$ cat src/rtl/dl_pkg.sv
// Shared state type and download address map for the ROM download transmitter.
package dl_pkg;

    typedef enum logic [2:0] {
        ST_IDLE      = 3'd0,
        ST_WAIT_BYTE = 3'd1,
        ST_WRITE     = 3'd2,
        ST_GAP       = 3'd3,
        ST_FINISH    = 3'd4
    } dl_state_t;

    // Program ROM sits at the bottom, vector ROM right above it; DL_LIMIT is the first unmapped byte.
    localparam logic [31:0] PROG_ROM_BASE = 32'h0000_0000;
    localparam logic [31:0] PROG_ROM_SIZE = 32'h0000_4000;
    localparam logic [31:0] VEC_ROM_BASE  = PROG_ROM_BASE + PROG_ROM_SIZE;
    localparam logic [31:0] VEC_ROM_SIZE  = 32'h0000_1000;
    localparam logic [31:0] DL_LIMIT      = VEC_ROM_BASE + VEC_ROM_SIZE;

    function automatic logic above_limit(input logic [31:0] addr);
        return (addr >= DL_LIMIT);
    endfunction

endpackage

$ cat src/rtl/dl_stream_tx_gap_timer.sv
// dl_gap_timer: loadable down-counter; gap_done is high during the last cycle of a loaded interval.
module dl_gap_timer #(
    parameter int W = 2
) (
    input  logic         clk,
    input  logic         rst,
    input  logic         clr,
    input  logic         load,
    input  logic [W-1:0] load_val,
    output logic         gap_done
);

    logic [W-1:0] cnt_d;
    logic [W-1:0] cnt_q;
    logic         done_d;
    logic         done_q;

    // Next count: clear beats load, load beats decrement, zero holds.
    always_comb begin
        if (clr) begin
            cnt_d = {W{1'b0}};
        end else if (load) begin
            cnt_d = load_val;
        end else if (cnt_q != {W{1'b0}}) begin
            cnt_d = cnt_q - W'(1);
        end else begin
            cnt_d = cnt_q;
        end
        done_d = (cnt_d == W'(1));
    end

    // Counter and pulse registers.
    always_ff @(posedge clk) begin
        if (rst) begin
            cnt_q  <= {W{1'b0}};
            done_q <= 1'b0;
        end else begin
            cnt_q  <= cnt_d;
            done_q <= done_d;
        end
    end

    assign gap_done = done_q;

endmodule

$ cat src/rtl/dl_stream_tx.sv
// ROM download transmitter: byte stream in, paced dl_wr strobes out, core held in reset meanwhile.
// Optional running checksum with compare: define DL_CHECKSUM_EN.
module dl_stream_tx
    import dl_pkg::*;
#(
    parameter int WR_GAP = 2,
    parameter int ADDR_W = 25,
    parameter int LEN_W  = 16
) (
    input  logic              clk,
    input  logic              rst,
    input  logic              start,
    input  logic              abort,
    input  logic [ADDR_W-1:0] base_addr,
    input  logic [LEN_W-1:0]  length,
    input  logic              s_valid,
    input  logic [7:0]        s_data,
    output logic              s_ready,
    output logic [ADDR_W-1:0] dl_addr,
    output logic [7:0]        dl_data,
    output logic              dl_wr,
    output logic              core_hold,
    output logic              busy,
    output logic              done,
`ifdef DL_CHECKSUM_EN
    input  logic [15:0]       exp_csum,
    output logic [15:0]       csum,
    output logic              csum_err,
`endif
    output logic              range_err
);

    localparam int GAP_W = (WR_GAP < 2) ? 1 : $clog2(WR_GAP + 1);

    dl_state_t         state_d, state_q;
    logic [ADDR_W-1:0] base_d, base_q, addr_d, addr_q, cur_addr_s;
    logic [LEN_W-1:0]  len_d, len_q, count_d, count_q, count_inc_s;
    logic [7:0]        data_d, data_q;
    logic              wr_d, wr_q, done_d, done_q, busy_d, busy_q;
    logic              hold_d, hold_q, range_d, range_q;
    logic              gap_load_s, gap_clr_s, gap_done_s;
`ifdef DL_CHECKSUM_EN
    logic [15:0]       csum_d, csum_q, expc_d, expc_q;
    logic              cerr_d, cerr_q;
`endif

    dl_gap_timer #(.W(GAP_W)) u_gap (
        .clk      (clk),
        .rst      (rst),
        .clr      (gap_clr_s),
        .load     (gap_load_s),
        .load_val (GAP_W'(WR_GAP)),
        .gap_done (gap_done_s)
    );

    assign cur_addr_s  = base_q + ADDR_W'(count_q);
    assign count_inc_s = count_q + LEN_W'(1);

    // Transfer sequencing; abort overrides everything outside IDLE, including a coincident handshake.
    always_comb begin
        state_d    = state_q;
        base_d     = base_q;
        len_d      = len_q;
        count_d    = count_q;
        addr_d     = addr_q;
        data_d     = data_q;
        wr_d       = 1'b0;
        done_d     = 1'b0;
        busy_d     = busy_q;
        hold_d     = hold_q;
        range_d    = range_q;
        gap_load_s = 1'b0;
        gap_clr_s  = 1'b0;
`ifdef DL_CHECKSUM_EN
        csum_d     = csum_q;
        expc_d     = expc_q;
        cerr_d     = cerr_q;
`endif
        if (abort && (state_q != ST_IDLE)) begin
            state_d   = ST_IDLE;
            busy_d    = 1'b0;
            hold_d    = 1'b0;
            gap_clr_s = 1'b1;
        end else begin
            case (state_q)
                ST_IDLE: begin
                    if (start) begin
                        base_d  = base_addr;
                        len_d   = length;
                        count_d = {LEN_W{1'b0}};
                        range_d = 1'b0;
                        busy_d  = 1'b1;
                        hold_d  = 1'b1;
`ifdef DL_CHECKSUM_EN
                        csum_d  = 16'h0000;
                        expc_d  = exp_csum;
                        cerr_d  = 1'b0;
`endif
                        if (length == {LEN_W{1'b0}}) begin
                            state_d = ST_FINISH;
                            done_d  = 1'b1;
                        end else begin
                            state_d = ST_WAIT_BYTE;
                        end
                    end else begin
                        state_d = ST_IDLE;
                    end
                end
                ST_WAIT_BYTE: begin
                    if (s_valid) begin
                        data_d  = s_data;
                        addr_d  = cur_addr_s;
                        wr_d    = 1'b1;
                        range_d = range_q | above_limit(32'(cur_addr_s));
`ifdef DL_CHECKSUM_EN
                        csum_d  = csum_q + {8'h00, s_data};
`endif
                        state_d = ST_WRITE;
                    end else begin
                        state_d = ST_WAIT_BYTE;
                    end
                end
                ST_WRITE: begin
                    count_d = count_inc_s;
                    if (WR_GAP > 0) begin
                        state_d    = ST_GAP;
                        gap_load_s = 1'b1;
                    end else if (count_inc_s == len_q) begin
                        state_d = ST_FINISH;
                        done_d  = 1'b1;
                    end else begin
                        state_d = ST_WAIT_BYTE;
                    end
                end
                ST_GAP: begin
                    if (!gap_done_s) begin
                        state_d = ST_GAP;
                    end else if (count_q == len_q) begin
                        state_d = ST_FINISH;
                        done_d  = 1'b1;
                    end else begin
                        state_d = ST_WAIT_BYTE;
                    end
                end
                ST_FINISH: begin
                    state_d = ST_IDLE;
                    busy_d  = 1'b0;
                    hold_d  = 1'b0;
`ifdef DL_CHECKSUM_EN
                    cerr_d  = (csum_q != expc_q);
`endif
                end
                default: begin
                    state_d = ST_IDLE;
                    busy_d  = 1'b0;
                    hold_d  = 1'b0;
                end
            endcase
        end
    end

    // State and output registers; reset drops everything, including a half-issued write.
    always_ff @(posedge clk) begin
        if (rst) begin
            state_q <= ST_IDLE;
            base_q  <= {ADDR_W{1'b0}};
            len_q   <= {LEN_W{1'b0}};
            count_q <= {LEN_W{1'b0}};
            addr_q  <= {ADDR_W{1'b0}};
            data_q  <= 8'h00;
            wr_q    <= 1'b0;
            done_q  <= 1'b0;
            busy_q  <= 1'b0;
            hold_q  <= 1'b0;
            range_q <= 1'b0;
`ifdef DL_CHECKSUM_EN
            csum_q  <= 16'h0000;
            expc_q  <= 16'h0000;
            cerr_q  <= 1'b0;
`endif
        end else begin
            state_q <= state_d;
            base_q  <= base_d;
            len_q   <= len_d;
            count_q <= count_d;
            addr_q  <= addr_d;
            data_q  <= data_d;
            wr_q    <= wr_d;
            done_q  <= done_d;
            busy_q  <= busy_d;
            hold_q  <= hold_d;
            range_q <= range_d;
`ifdef DL_CHECKSUM_EN
            csum_q  <= csum_d;
            expc_q  <= expc_d;
            cerr_q  <= cerr_d;
`endif
        end
    end

    assign s_ready   = (state_q == ST_WAIT_BYTE);
    assign dl_addr   = addr_q;
    assign dl_data   = data_q;
    assign dl_wr     = wr_q;
    assign done      = done_q;
    assign busy      = busy_q;
    assign core_hold = hold_q;
    assign range_err = range_q;
`ifdef DL_CHECKSUM_EN
    assign csum      = csum_q;
    assign csum_err  = cerr_q;
`endif

endmodule

$ cat config.mk
export PLATFORM = sky130hd
export DESIGN_NAME = dl_stream_tx
export DESIGN_NICKNAME = d
export VERILOG_FILES = /design/src/rtl/dl_pkg.sv /design/src/rtl/dl_stream_tx_gap_timer.sv /design/src/rtl/dl_stream_tx.sv
export SDC_FILE = /design/constraint.sdc
export NUM_CORES = 1
export LEC_CHECK = 0
export ABC_AREA = 0
export BUFFER_PORTS_ARGS = -buffer_cell sky130_fd_sc_hd__buf_4
export CAP_MARGIN = 30
export CORE_ASPECT_RATIO = 0.5
export CORE_MARGIN = 3
export CORE_UTILIZATION = 45
export DETAILED_ROUTE_END_ITERATION = 16
export MAX_ROUTING_LAYER = met4
export PLACE_DENSITY = 0.75
export SLEW_MARGIN = 40
export SYNTH_ARGS = -nofsm -noshare
export SYNTH_HDL_FRONTEND = slang
export SYNTH_HIERARCHICAL = 1
export SYNTH_SLANG_ARGS = --single-unit
export TNS_END_PERCENT = 100
$ cat constraint.sdc
create_clock -name clk -period 2.7 [get_ports clk]
set_input_delay 0.135 -clock clk [delete_from_list [all_inputs] [get_ports clk]]
set_output_delay 0.135 -clock clk [all_outputs]
set_load 0.01 [all_outputs]
---- After elaboration in Yosys (flattened, before gate mapping) ----
Cells that the tools add are included.
word-level totals
  bits in registers ....................... 100
  output and inout port bits .............. 39
  input port bits ......................... 54
  word-level logic and storage cells ...... 67
operators by class
  equal/unequal tests ..................... 7
  add/sub/neg operators ................... 3
  mux-type cells .......................... 25
  bitwise logic cells ..................... 4
  reductions and logical operators ........ 15
  magnitude comparators ................... 1
operators with widths
  cell                     count
  $pmux W16 S2             1
  $add A25 B16 Y25         1
  $ge A25 B15 Y1 const B   1
  $add A16 B1 Y16 const B  1
  $eq A16 B16 Y1           1
  $logic_not A16 Y1        1
  $mux W16                 1
  $mux W3                  4
  $pmux W3 S4              1
  $mux W1                  11
  $reduce_and A3 Y1        3
  $mux W2                  4
  $eq A3 B2 Y1 const B     2
  $pmux W1 S2              3
  $reduce_bool A2 Y1       3
  $reduce_or A3 Y1         2
  $ne A2 B2 Y1 const B     2
  $reduce_and A4 Y1        1
  $eq A3 B1 Y1 const B     1
  $logic_not A3 Y1         1
  $not A1 Y1               3
  $reduce_bool A3 Y1       1
  $eq A2 B1 Y1 const B     1
  $reduce_and A2 Y1        1
  other kinds (4)          4

---- Depth between registers and ports, before layout ----
Gate-level depths: netlist of run 1.
  word-level depth ........................ 6
  depth in mapped cells ................... 10
  mapped depth without buffers ............ 10

---- Hierarchy ----
The synthesis of run 1 kept the hierarchy.
by module, submodules not included
  module        sequential area each (µm²)  area an instance (µm²)  cells an instance  instances
  dl_stream_tx  1,941.9                     4,872.2                 617                1
  dl_gap_timer  60.1                        122.6                   12                 1

---- Worst setup path before layout of run 1 ----
Ideal clock, no wire load.
  path type ............................... register -> register
  from .................................... register count_q[0]
  to ...................................... register range_q, in the netlist range_err
  buffers on the path ..................... 0
  path slack .............................. -0.095 ns
  period minus slack after synthesis ...... 2.795 ns
  data arrival time ....................... 2.662 ns
  stages on the path, launching flop included .. 11
  setup time .............................. 0.132 ns
  required time ........................... 2.568 ns
  cells stage by stage .................... dfxtp_1 > ha_1 > fa_1 > a21oi_1 > nor3b_2 > o21bai_2 > a211oi_2 > o31a_1 > or4_4 > a2111oi_4 > a31oi_1
on the way
  word-level cells in the longest chain between the ends .. 5
RTL lines
  what                      line                 text
  start: declaration        dl_stream_tx.sv:37   logic [LEN_W-1:0] len_d, len_q, count_d, count_q, count_inc_s;
  start signal: assignment  dl_stream_tx.sv:168  count_q <= {LEN_W{1'b0}};
  start signal: assignment  dl_stream_tx.sv:185  count_q <= count_d;
  $add A25 B16 Y25          dl_stream_tx.sv:56   assign cur_addr_s = base_q + ADDR_W'(count_q);
  $ge A25 B15 Y1            dl_pkg.sv:20         return (addr >= DL_LIMIT);
  $or A1 B1 Y1              dl_stream_tx.sv:114  range_d = range_q | above_limit(32'(cur_addr_s));
  $mux W1                   dl_stream_tx.sv:110  if (s_valid) begin
  $pmux W1 S2               dl_stream_tx.sv:85   case (state_q)
  end signal: assignment    dl_stream_tx.sv:192  range_q <= range_d;
  end: declaration          dl_stream_tx.sv:40   logic hold_d, hold_q, range_d, range_q;
No other way between the ends. The select of a mux whose other input is x is not followed.
A chain may end at the register's enable or synchronous reset.

---- Worst setup path after layout of run 1 ----
Same ends and word-level chain as after synthesis.

==> results summary, run 1 <==
The run finished, with violations left. The final reports fail on negative setup slack. The library cell used as clock root buffer is sky130_fd_sc_hd__clkbuf_16. The number of antenna diodes came out at 0. For this run, the total global-route usage over all layers was measured as 0.205.

The maximum number of pins on one net before global-route repair is 52. In this run the worst path has a maximum fanout of 3. Of the total synthesized cell area, the portion taken by AND, OR, NAND and NOR gates is 0.246. The detailed-placement wirelength estimate is 8960 um. Compared with the post-synthesis result, the final layout area differs by 24.7%.

The maximum clock path buffer count came out at 2. The share of the cycle needed by the critical path after routing came out at 1.00. The smallest clock period supported by the final layout is computed as 2.70 ns. The clock sink total came out at 100. The post-synthesis instance total came out at 629. The die footprint is 12500 um^2.

For the worst-skew pair, the clock arrives at the later sink with an insertion delay of 0.34 ns. The clock transition at the registers of the reported paths came out at 0.07 ns. During I/O placement, the number of pins put on the boundary was 93.

In this run the worst hold path is classified as input pin to flip-flop. Counting the buffers created by CTS gives 9. The number of pins exceeding their max-slew limit in the final report came to 0.

Of the post-synthesis cell area, the part taken by muxes is 0.00426. The first TritonRoute pass finished after 4 iterations. The number of distinct library cells after synthesis is 59. During placement, the flow inserted port buffers numbering 92. The fraction of synthesized cell area in xor and xnor cells is 0.0929. The worst slack at placement is -0.0203 ns. The main combinational cell family by area after synthesis is simple AND/OR/NAND/NOR gates. The synthesized design contains 100 register bits. The data arrival time of the critical path came out at 2.92 ns. The routed via count divided by cell count came out at 5.24. The synthesized area per cell is 7.94 um^2. The global-route wire length before repair came out at 20400 um. For this run, the leading register cell type out of synthesis is sky130_fd_sc_hd__dfxtp_1. For this run, the share of the core covered by cells in the final layout is 0.593.

In the routed design, unresolved DRC markers number 0. The sequential element share of the synthesized area came out at 0.401. The tightest slew margin relative to the limit came out at 0.639.

The remaining antenna violation count came out at 0. The horizontal die dimension is 155 um. The sum of negative setup slack came out at -0.000747 ns.

The violation count after the first detailed-route iteration came out at 221. The count of maximum capacitance violations came out at 0. The final-report hold violation count came out at 0.

The count of yosys warnings during synthesis is 6. The number of global-route vias before repair is 4301. The worst setup skew after layout is 0.00528 ns. The final critical-path setup slack is -0.000747 ns. The reported leakage power is 2.58 nW. The required time of the critical path came out at 2.92 ns. The initial core utilization is 0.475.

By startpoint and endpoint, the worst setup path is classified as flip-flop to flip-flop. The y dimension of the die came out at 80.5 um. The cell area that synthesis handed to floorplanning was 4990 um^2. The worst setup path is captured at a flip-flop. The routed layout has 4538 vias. The highest ir drop seen on vdd is 0.320 mV. At the end of the flow, the number of nets in the layout was 793. The final wirelength is 12300 um.

The transition time of the tightest slew-check pin came out at 0.541 ns. The ratio of cells with drive above 1 in the final layout came out at 0.208. The power density normalized to cell area came out at 543 nW/um^2. The placeable core region came out at 10500 um^2.

Setup repair after global routing could not meet its margin everywhere. After synthesis, the share of flip-flops with an asynchronous set or reset is 0. TritonCTS built the clock tree. The final weighted congestion in routability-driven placement is 0.887. The number of placed instances, taps included, is 846. Counting flops with a built-in enable in the synthesized netlist gives 0.

Of the total synthesized cell area, the portion taken by full adders, half adders and majority gates is 0.0466. The fraction of the mapped netlist area in compound gates is 0.174. The maximum level of the CTS H-tree is 3. In the layout the commonest cells are sky130_fd_sc_hd__nand2_1, sky130_fd_sc_hd__buf_4, sky130_fd_sc_hd__dfxtp_1.

The worst setup path is launched from a flip-flop. The floorplan has 26 rows. The total overflow left after global routing is 0. The maximum achievable frequency is 370 MHz. In this run, post-CTS hold repair placed 0 buffers. Counting the fill cells in the layout gives 968. Setup violations remaining at the end of the flow were counted as 1.

The finished layout holds 866 standard cells, fillers aside. The initial antenna violation count was 0. Dividing the detail-routed wire length by the instance count gives 14.2 um. The most common library cell in the layout ignoring fill and taps is sky130_fd_sc_hd__nand2_1.
-- critical path: stages (launching register included) --
cell and delay (ns):
sky130_fd_sc_hd__dfxtp_2 0.34, sky130_fd_sc_hd__ha_4 0.16, sky130_fd_sc_hd__fa_2 0.40, sky130_fd_sc_hd__a21oi_2 0.18
sky130_fd_sc_hd__nor3b_2 0.08, sky130_fd_sc_hd__o21bai_2 0.16, sky130_fd_sc_hd__a211oi_2 0.11, sky130_fd_sc_hd__o31a_1 0.31
sky130_fd_sc_hd__or4_4 0.43, sky130_fd_sc_hd__a2111oi_4 0.29, sky130_fd_sc_hd__a31oi_1 0.12
-- path summary, 6_finish.rpt --
path         slack (ns)  depth (start not counted)                       to                    start
min reg2reg        0.45                          2  dl_addr[9]$_SDFFE_PP0P_  dl_addr[9]$_SDFFE_PP0P_
max             -0.0007                         10   range_err$_SDFFE_PP0P_  count_q[0]$_SDFFE_PP0P_
min                0.03                          3  base_q[10]$_SDFFE_PP0P_            base_addr[10]
max reg2reg     -0.0007                         10   range_err$_SDFFE_PP0P_  count_q[0]$_SDFFE_PP0P_
-- power by group --
| part | internal (mW) | total [mW] | switching (mW) |
|---|---|---|---|
| combinational | 0.209 | 0.464 | 0.255 |
| sequential | 1.55 | 1.61 | 0.0620 |
| clock | 0.772 | 1.31 | 0.536 |
| total | 2.53 | 3.38 | 0.852 |
-- registers in the layout, indices dropped and copies added (netlist names) --
register,count
dl_wr,1
done,1
dl_data,8
len_q,16
count_q,16
base_q,25
u_gap/gap_done,1
range_err,1
core_hold,1
dl_addr,25
state_q,3
u_gap/cnt_q,2
-- routing by layer --
| layer | track usage | wire length (um) |
|---|---|---|
| met3 | 0.0431 | 659 |
| met2 | 0.328 | 5610 |
| met1 | 0.265 | 5840 |
| met4 | 0.0564 | 170 |
| met5 | - | 0 |
-- cells in the mapped netlist (4+ instances only) --
master | instances | area, um^2
sky130_fd_sc_hd__a211oi_1 | 10 | 75.1
sky130_fd_sc_hd__a21o_1 | 6 | 45.0
sky130_fd_sc_hd__a21oi_1 | 81 | 405
sky130_fd_sc_hd__and2_1 | 4 | 25.0
sky130_fd_sc_hd__clkbuf_1 | 30 | 113
sky130_fd_sc_hd__dfxtp_1 | 100 | 2000
sky130_fd_sc_hd__ha_1 | 17 | 213
sky130_fd_sc_hd__inv_1 | 6 | 22.5
sky130_fd_sc_hd__nand2_1 | 150 | 563
sky130_fd_sc_hd__nand2b_1 | 4 | 25.0
sky130_fd_sc_hd__nand3_1 | 14 | 70.1
sky130_fd_sc_hd__nand3b_1 | 6 | 45.0
sky130_fd_sc_hd__nand4_1 | 9 | 56.3
sky130_fd_sc_hd__nor2_1 | 50 | 188
sky130_fd_sc_hd__nor3_1 | 8 | 40.0
sky130_fd_sc_hd__nor3b_1 | 4 | 30.0
sky130_fd_sc_hd__nor4_1 | 9 | 56.3
sky130_fd_sc_hd__o21ai_0 | 9 | 45.0
sky130_fd_sc_hd__o21bai_1 | 5 | 37.5
sky130_fd_sc_hd__xnor2_1 | 22 | 193
sky130_fd_sc_hd__xor2_1 | 31 | 272
-- per-stage QoR --
step	hold slack (ns)	power (mW)	cell area (um^2)
CTS	0.0283	3.40	6200
floorplan	0.271	1.93	5010
finish	0.0340	3.38	6230
detailed placement	0.391	2.10	5860
global placement	0.383	2.09	5860
global route	0.0331	3.53	6230
-- cell type report --
class,count,area [um^2],share of cell area
tap,140,175,0.0281
sequential,100,2000,0.322
clock buffer,13,260,0.0418
timing repair buffer,113,848,0.136
clock inverter,3,43.8,0.00703
inverter,7,26.3,0.00422
multi-input combinational,490,2870,0.461
-- cells by family after synthesis --
group	after synthesis
simple gates	275
compound gates	138
flops	100
xor+xnor	53
buf+inv	41
fa+ha+maj	18
other cells	2
mux	2
-- timing repair --
item | in CTS | in global routing
buffers inserted | 4 | 0
gates cloned | 0 | 0
resized for setup | 0 | 6
pin swaps | 8 | 2
endpoints found under the setup margin | 1 | 2
No activity file was read; power rests on OpenSTA's default activity.
==> run 2: changes to the inputs <==
Settings changed: RECOVER_POWER set to 100.
==> run 2 against run 1 <==
Net effect:
- the flow now finishes without violations
- critical path type unchanged
- power decreased by 0.57%
- fmax increased by 0.20%
- worst hold slack improved by 0.0012 ns
- setup slack improved by 0.0054 ns
- final cell count unchanged
- wire length increased by 0.39%
- first-iteration DRC count decreased by 7.7%
- highest routed layer unchanged
- cell area decreased by 2.6%
==> results summary, run 2 (synthesis results as in run 1) <==
The flow ran to the end, and the final reports show no timing, DRC or antenna violations. The slowest cell on the critical path is sky130_fd_sc_hd__or4_4. The reported leakage power came out at 2.41 nW.

The placeable core region came out at 10500 um^2. At the pin with the least slew margin, the transition time is 1.34 ns. The count of maximum capacitance violations came out at 0.

The routed length per instance came out at 14.2 um. The count of final setup violators is 0. The total global routing overflow is 0. The final wirelength is 12300 um. Dividing the detail-routed via count by the number of cells gives 5.25. The overall power of the completed layout came out at 3.36 mW. The initial antenna violation count was 0.

The worst hold slack came out at 0.0351 ns. The worst setup skew after layout is 0.00670 ns. The maximum fanout count along the critical path came out at 3.

After filler insertion, the fill cell instance count of the layout stands at 1009. The clock sink total came out at 100. The tree is rooted in a sky130_fd_sc_hd__clkbuf_16. The ratio of cells with drive above 1 in the final layout came out at 0.152. The area growth from synthesis to layout is 21.4%.

The number of global-route vias before repair came to 4301. The minimum period implied by the final worst setup slack is 2.70 ns. OpenSTA, run right after detailed placement, puts the worst setup slack at -0.0203 ns.

The tightest min-delay check is of the input pin to flip-flop type. The number of pins exceeding their max-slew limit in the final report came out at 0. The maximum number of pins on one net before global-route repair came out at 52. IR analysis of the VDD net gives a maximum drop of 0.321 mV. The sum of negative setup slack came out at 0 ns. The clock transition at the registers of the reported paths is 0.07 ns.

The share of the cycle needed by the critical path after routing came out at 0.998. The final critical-path setup slack is 0.00466 ns. The total CTS buffers is 9.

The kind of capture point of the worst setup path is a flip-flop. At the end of routability-driven placement, the weighted congestion stood at 0.887. The power density normalized to cell area came out at 554 nW/um^2. Leaving out fill and tap cells, the most frequent cell in the layout is sky130_fd_sc_hd__nand2_1.

The row count came out at 26. The detailed-placement wirelength estimate came out at 8960 um. The die footprint came out at 12500 um^2.

The global-route usage over all layers came out at 0.205. The violation count after the first detailed-route iteration came out at 204. The required time of the critical path came out at 2.92 ns. The data arrival time of the critical path is 2.91 ns. The later-pin clock latency in the skew report came out at 0.34 ns. The final-report hold violation count came out at 0.

The final layout contains 793 nets. The number of remaining DRC errors came out at 0. The maximum clock path buffer count came out at 2. Across all layers, the routed design uses 4543 vias. The initial utilization of the core area, before any placement, comes to 0.475. The horizontal die dimension came out at 155 um.

The worst setup path is launched from a flip-flop. The end point of the worst hold path is base_q[10]$_SDFFE_PP0P_. Once detail routing completed, the nets flagged for antenna violations numbered 0. The startpoint identified for the worst register-to-register timing path is count_q[0]$_SDFFE_PP0P_. The delay contributed by the slowest stage of the critical path came out at 0.43 ns. In this run the most critical hold path is launched from base_addr[10]. The cell depth of the worst hold path came out at 3. The internal reg-to-reg setup slack is 0.005 ns. The maximum achievable frequency is 371 MHz. For this run, the detailed router's first-pass iteration total came to 4. The type of the worst setup path is flip-flop to flip-flop. The number of ports placed on the die boundary came out at 93. The tightest slew margin relative to the limit is 0.106. The critical path goes through ha_4, fa_2, a21oi_2, nor3b_2, o21bai_2, a211oi_2, o31a_1, or4_4, a2111oi_4, a31oi_1. The worst reg2reg path depth came out at 10.

In the layout the commonest cells are sky130_fd_sc_hd__nand2_1, sky130_fd_sc_hd__dfxtp_1, sky130_fd_sc_hd__a21oi_1. Setup repair after global routing could not meet its margin everywhere. In this run the critical register-to-register path is captured at range_err$_SDFFE_PP0P_. The maximum level of the CTS H-tree is 3. The number of buffers added on ports is 92. The die is 80.5 um tall.

The repair_antennas step left the layout with diodes totalling 0. TritonCTS built the clock tree. The global-route wire length before repair is 20400 um.
[run 2: cell types whose count changed in the layout (fill, tap and decap cells not counted), sizes merged]
cell	previous run	this run
buf	113	69
clkbuf	13	57
[run 2: worst max-delay path: cells and delay by family (launching register included)]
family	cells	cell delay, ns
adder cells (fa/ha/maj)	2	0.56
flip-flops	1	0.34
AND/OR/NAND/NOR	2	0.51
AO/OA/AOI/OAI	6	1.16
[run 2: worst max path at each step]
stage,start,endpoint,slack (ns),cells past startpoint
final,count_q[0]$_SDFFE_PP0P_,range_err$_SDFFE_PP0P_,0.005,10
after global routing,count_q[0]$_SDFFE_PP0P_,range_err$_SDFFE_PP0P_,-0.14,10
after CTS,count_q[0]$_SDFFE_PP0P_,range_err$_SDFFE_PP0P_,-0.01,10
after detailed placement,base_q[0]$_SDFFE_PP0P_,range_err$_SDFFE_PP0P_,-0.02,10
after global placement,base_q[0]$_SDFFE_PP0P_,range_err$_SDFFE_PP0P_,0.04,10
after floorplan,count_q[0]$_SDFFE_PP0P_,range_err$_SDFFE_PP0P_,0.01,10
[run 2: repair_timing]
| item | in CTS | in global routing |
|---|---|---|
| setup buffers | 4 | 0 |
| gates resized for setup | 0 | 6 |
| endpoints found under the setup margin | 1 | 2 |
| pin swaps | 8 | 2 |
| hold buffers | 0 | 0 |
[run 2: final cells by class]
type,instances,area (um^2),share of cell area
clock buffers,13,260,0.0429
clock inverters,3,43.8,0.00722
inverters,7,26.3,0.00433
multi-input cells,490,2870,0.473
flip-flops and latches,100,2000,0.331
well taps,140,175,0.0289
repair buffers,113,688,0.113
[run 2: where the power goes]
| part | switching, mW | leakage (nW) | internal, mW |
|---|---|---|---|
| logic | 0.256 | 1.44 | 0.190 |
| registers | 0.0621 | 0.814 | 1.55 |
| clock network | 0.534 | 0.150 | 0.772 |
[run 2: metal layers]
layer	GRT usage	vias up	share of wire
met3	0.0431	21	0.042
met5	-	-	0
met4	0.0564	0	0.018
li1	-	2323	-
met2	0.328	95	0.45
met1	0.265	2104	0.49
[run 2: stage by stage]
step                instance area [um^2]  utilization  std cells
floorplan                           5010            -        631
finish                              6060        0.577        866
global placement                    5860        0.558        846
CTS                                 6200        0.590        866
global route                        6060        0.577        866
detailed placement                  5860        0.558        846
==> run 3: changes to the inputs <==
Settings changed: CTS_CLUSTER_DIAMETER set to 150, SETUP_SLACK_MARGIN set to 0.3.
==> run 3 against run 2 <==
Net effect:
- power decreased by 2.0%
- clock skew decreased by 0.0014 ns
- fmax increased by 0.67%
- register-to-register slack improved by 0.02 ns
- global-route usage increased by 0.096 points
- worst hold slack got worse by 0.0078 ns
- via count increased by 0.18%
- setup slack improved by 0.018 ns
- sequential share of layout area decreased by 0.34 points
- largest power group unchanged
- critical path depth decreased by 2
==> results summary, run 3 (synthesis results as in run 1) <==
The final critical-path setup slack is 0.0226 ns. Routability-driven placement finished with a final weighted congestion of 0.872. Setup repair after global routing could not meet its margin everywhere.

The maximum achievable frequency is 373 MHz. The transition time of the tightest slew-check pin is 1.38 ns. From left edge to right edge, the die measures 155 um. The maximum clock path buffer count is 2. The maximum fanout count along the critical path came out at 6. Max-cap violations in this run came to 0. The number of global-route vias before repair came to 4311. For the worst setup path, the data required time is 2.93 ns.

The library cells used most frequently in the layout, excluding fill and tap cells, are sky130_fd_sc_hd__nand2_1, sky130_fd_sc_hd__dfxtp_1, sky130_fd_sc_hd__a21oi_1. STA classifies the critical path startpoint as a flip-flop. Entering global routing, the biggest net connects 46 pins. The initial core utilization came out at 0.475. The share of the cycle needed by the critical path after routing came out at 0.992. The detailed-placement wirelength estimate is 9110 um. In the global route stage, overall resource usage came out at 0.206. The remaining antenna violation count came out at 0. The tightest min-delay check is of the input pin to flip-flop type. The minimum period implied by the final worst setup slack came out at 2.68 ns.

For this design the ratio of total power to cell area is 536 nW/um^2. The total global routing overflow is 0. Clock skew on the completed layout was measured at 0.00533 ns. The count of placed standard cells including taps is 847. The total area inside the core boundary comes to 10500 um^2. The row count is 26.

Measured against its own limit, the worst slew margin works out to 0.0807. The data arrival time of the critical path is 2.91 ns. TritonCTS built the clock tree. The later pin in the worst-skew pair is clocked with a latency of 0.35 ns. The fraction of the core area covered by cells at the end of the flow is 0.585. The final-report hold violation count came to 0. For this design, the CTS-stage hold fixing added 0 buffers. The most common library cell in the layout ignoring fill and taps is sky130_fd_sc_hd__nand2_1.

The worst hold path begins at base_addr[11]. Clock tree synthesis selected as its root buffer the cell sky130_fd_sc_hd__clkbuf_16. The die footprint is 12500 um^2. The via count came out at 4551. The synthesis-to-layout area growth came out at 23.0%. The total CTS buffers is 9. The reported leakage power is 2.43 nW. The number of search-and-repair iterations in the first detailed-routing pass is 4.

The violation count after the first detailed-route iteration came out at 225. The worst hold path terminates at base_q[11]$_SDFFE_PP0P_. The final wirelength came out at 12400 um. The highest ir drop seen on vdd is 0.258 mV.

The routed length per instance came out at 14.3 um. The flow ran to the end, and the final reports show no timing, DRC or antenna violations. The worst slack at placement came out at -0.00805 ns.

In this run the vertical extent of the chip is 80.5 um. The number of ports placed on the die boundary came out at 93. The number of pins exceeding their max-slew limit in the final report is 0. After routing the design area is 6140 um^2. The number of buffers added on ports came out at 92. The capture instance of the worst register-to-register path is range_err$_SDFFE_PP0P_. The post-layout instance count excluding filler cells came out at 870. The number of antenna diodes came out at 0. The initial antenna violation count came out at 0. The internal reg-to-reg setup slack is 0.02 ns.

The cell depth of the worst hold path is 3. The maximum level of the CTS H-tree came out at 3. The overall power of the completed layout came out at 3.29 mW. The clock sink total is 100. In the routed layout, each cell is associated on average with a via count of 5.23. In the final design database the tool counted 797 nets. The global-route wire length before repair is 20400 um. The ratio of cells with drive above 1 in the final layout came out at 0.171. The clock transition at the registers of the reported paths came out at 0.07 ns. The worst setup path is captured at a flip-flop.

After routing, the total negative slack on setup checks comes to 0 ns. The startpoint of the worst-slack reg-to-reg timing path is count_q[7]$_SDFFE_PP0P_. The area after detailed placement came out at 5880 um^2. The type of the worst setup path is flip-flop to flip-flop. The count of final setup violators is 0. The worst reg2reg path depth came out at 8.

On the final layout, the worst hold slack is 0.0273 ns. After detailed routing, the number of remaining DRC violations is 0.
==> run 3: changes by cell type in the layout (fill, tap and decap cells not counted), sizes merged <==
cell | before | now
clkbuf | 57 | 56
clkinv | 1 | 2
bufinv | 1 | 0
clkinvlp | 0 | 1
inv | 8 | 7
buf | 69 | 74
==> run 3: where the power goes <==
| group | total [mW] | internal (mW) | leakage, nW | switching, mW |
|---|---|---|---|---|
| sequential | 1.61 | 1.54 | 0.816 | 0.0631 |
| clock | 1.23 | 0.676 | 0.136 | 0.552 |
| combinational | 0.455 | 0.201 | 1.48 | 0.255 |
==> run 3: cell type report <==
cell class / count / area [um^2]
fill: 1014 / 4360
clock inverter: 3 / 21.3
timing repair buffer: 117 / 737
clock buffer: 13 / 260
multi-input combinational: 490 / 2910
sequential: 100 / 2010
tap: 140 / 175
inverter: 7 / 26.3
==> run 3: critical path: stages (launching register included) <==
cell and delay, ns:
sky130_fd_sc_hd__dfxtp_1 0.43, sky130_fd_sc_hd__ha_2 0.36, sky130_fd_sc_hd__a21o_1 0.21, sky130_fd_sc_hd__a31oi_2 0.27, sky130_fd_sc_hd__a211oi_2 0.13, sky130_fd_sc_hd__o31a_1 0.31, sky130_fd_sc_hd__or4_4 0.43, sky130_fd_sc_hd__a2111oi_4 0.29
sky130_fd_sc_hd__a31oi_1 0.12
==> run 3: worst max-delay path by stage <==
stage,from,endpoint,slack (ns),depth (start not counted)
after floorplan,count_q[0]$_SDFFE_PP0P_,range_err$_SDFFE_PP0P_,0.01,10
after global placement,base_q[0]$_SDFFE_PP0P_,range_err$_SDFFE_PP0P_,0.04,10
after detailed placement,base_q[0]$_SDFFE_PP0P_,range_err$_SDFFE_PP0P_,-0.008,10
after CTS,base_q[0]$_SDFFE_PP0P_,range_err$_SDFFE_PP0P_,0.02,10
after global routing,count_q[7]$_SDFFE_PP0P_,range_err$_SDFFE_PP0P_,-0.08,8
final,count_q[7]$_SDFFE_PP0P_,range_err$_SDFFE_PP0P_,0.02,8
==> run 3: per-layer routing <==
| layer | part of all wire | global-route usage | wire, um | up-vias |
|---|---|---|---|---|
| li1 | - | - | - | 2333 |
| met1 | 0.48 | 0.260 | 6000 | 2112 |
| met2 | 0.46 | 0.339 | 5730 | 92 |
| met3 | 0.046 | 0.0441 | 578 | 14 |
| met5 | 0 | - | 0 | - |
| met4 | 0.012 | 0.0520 | 145 | 0 |
==> run 3: timing repair <==
item | CTS | global route
pin swaps | 12 | 3
setup buffers | 7 | 0
resized for setup | 13 | 12
endpoints found under the setup margin | 9 | 13
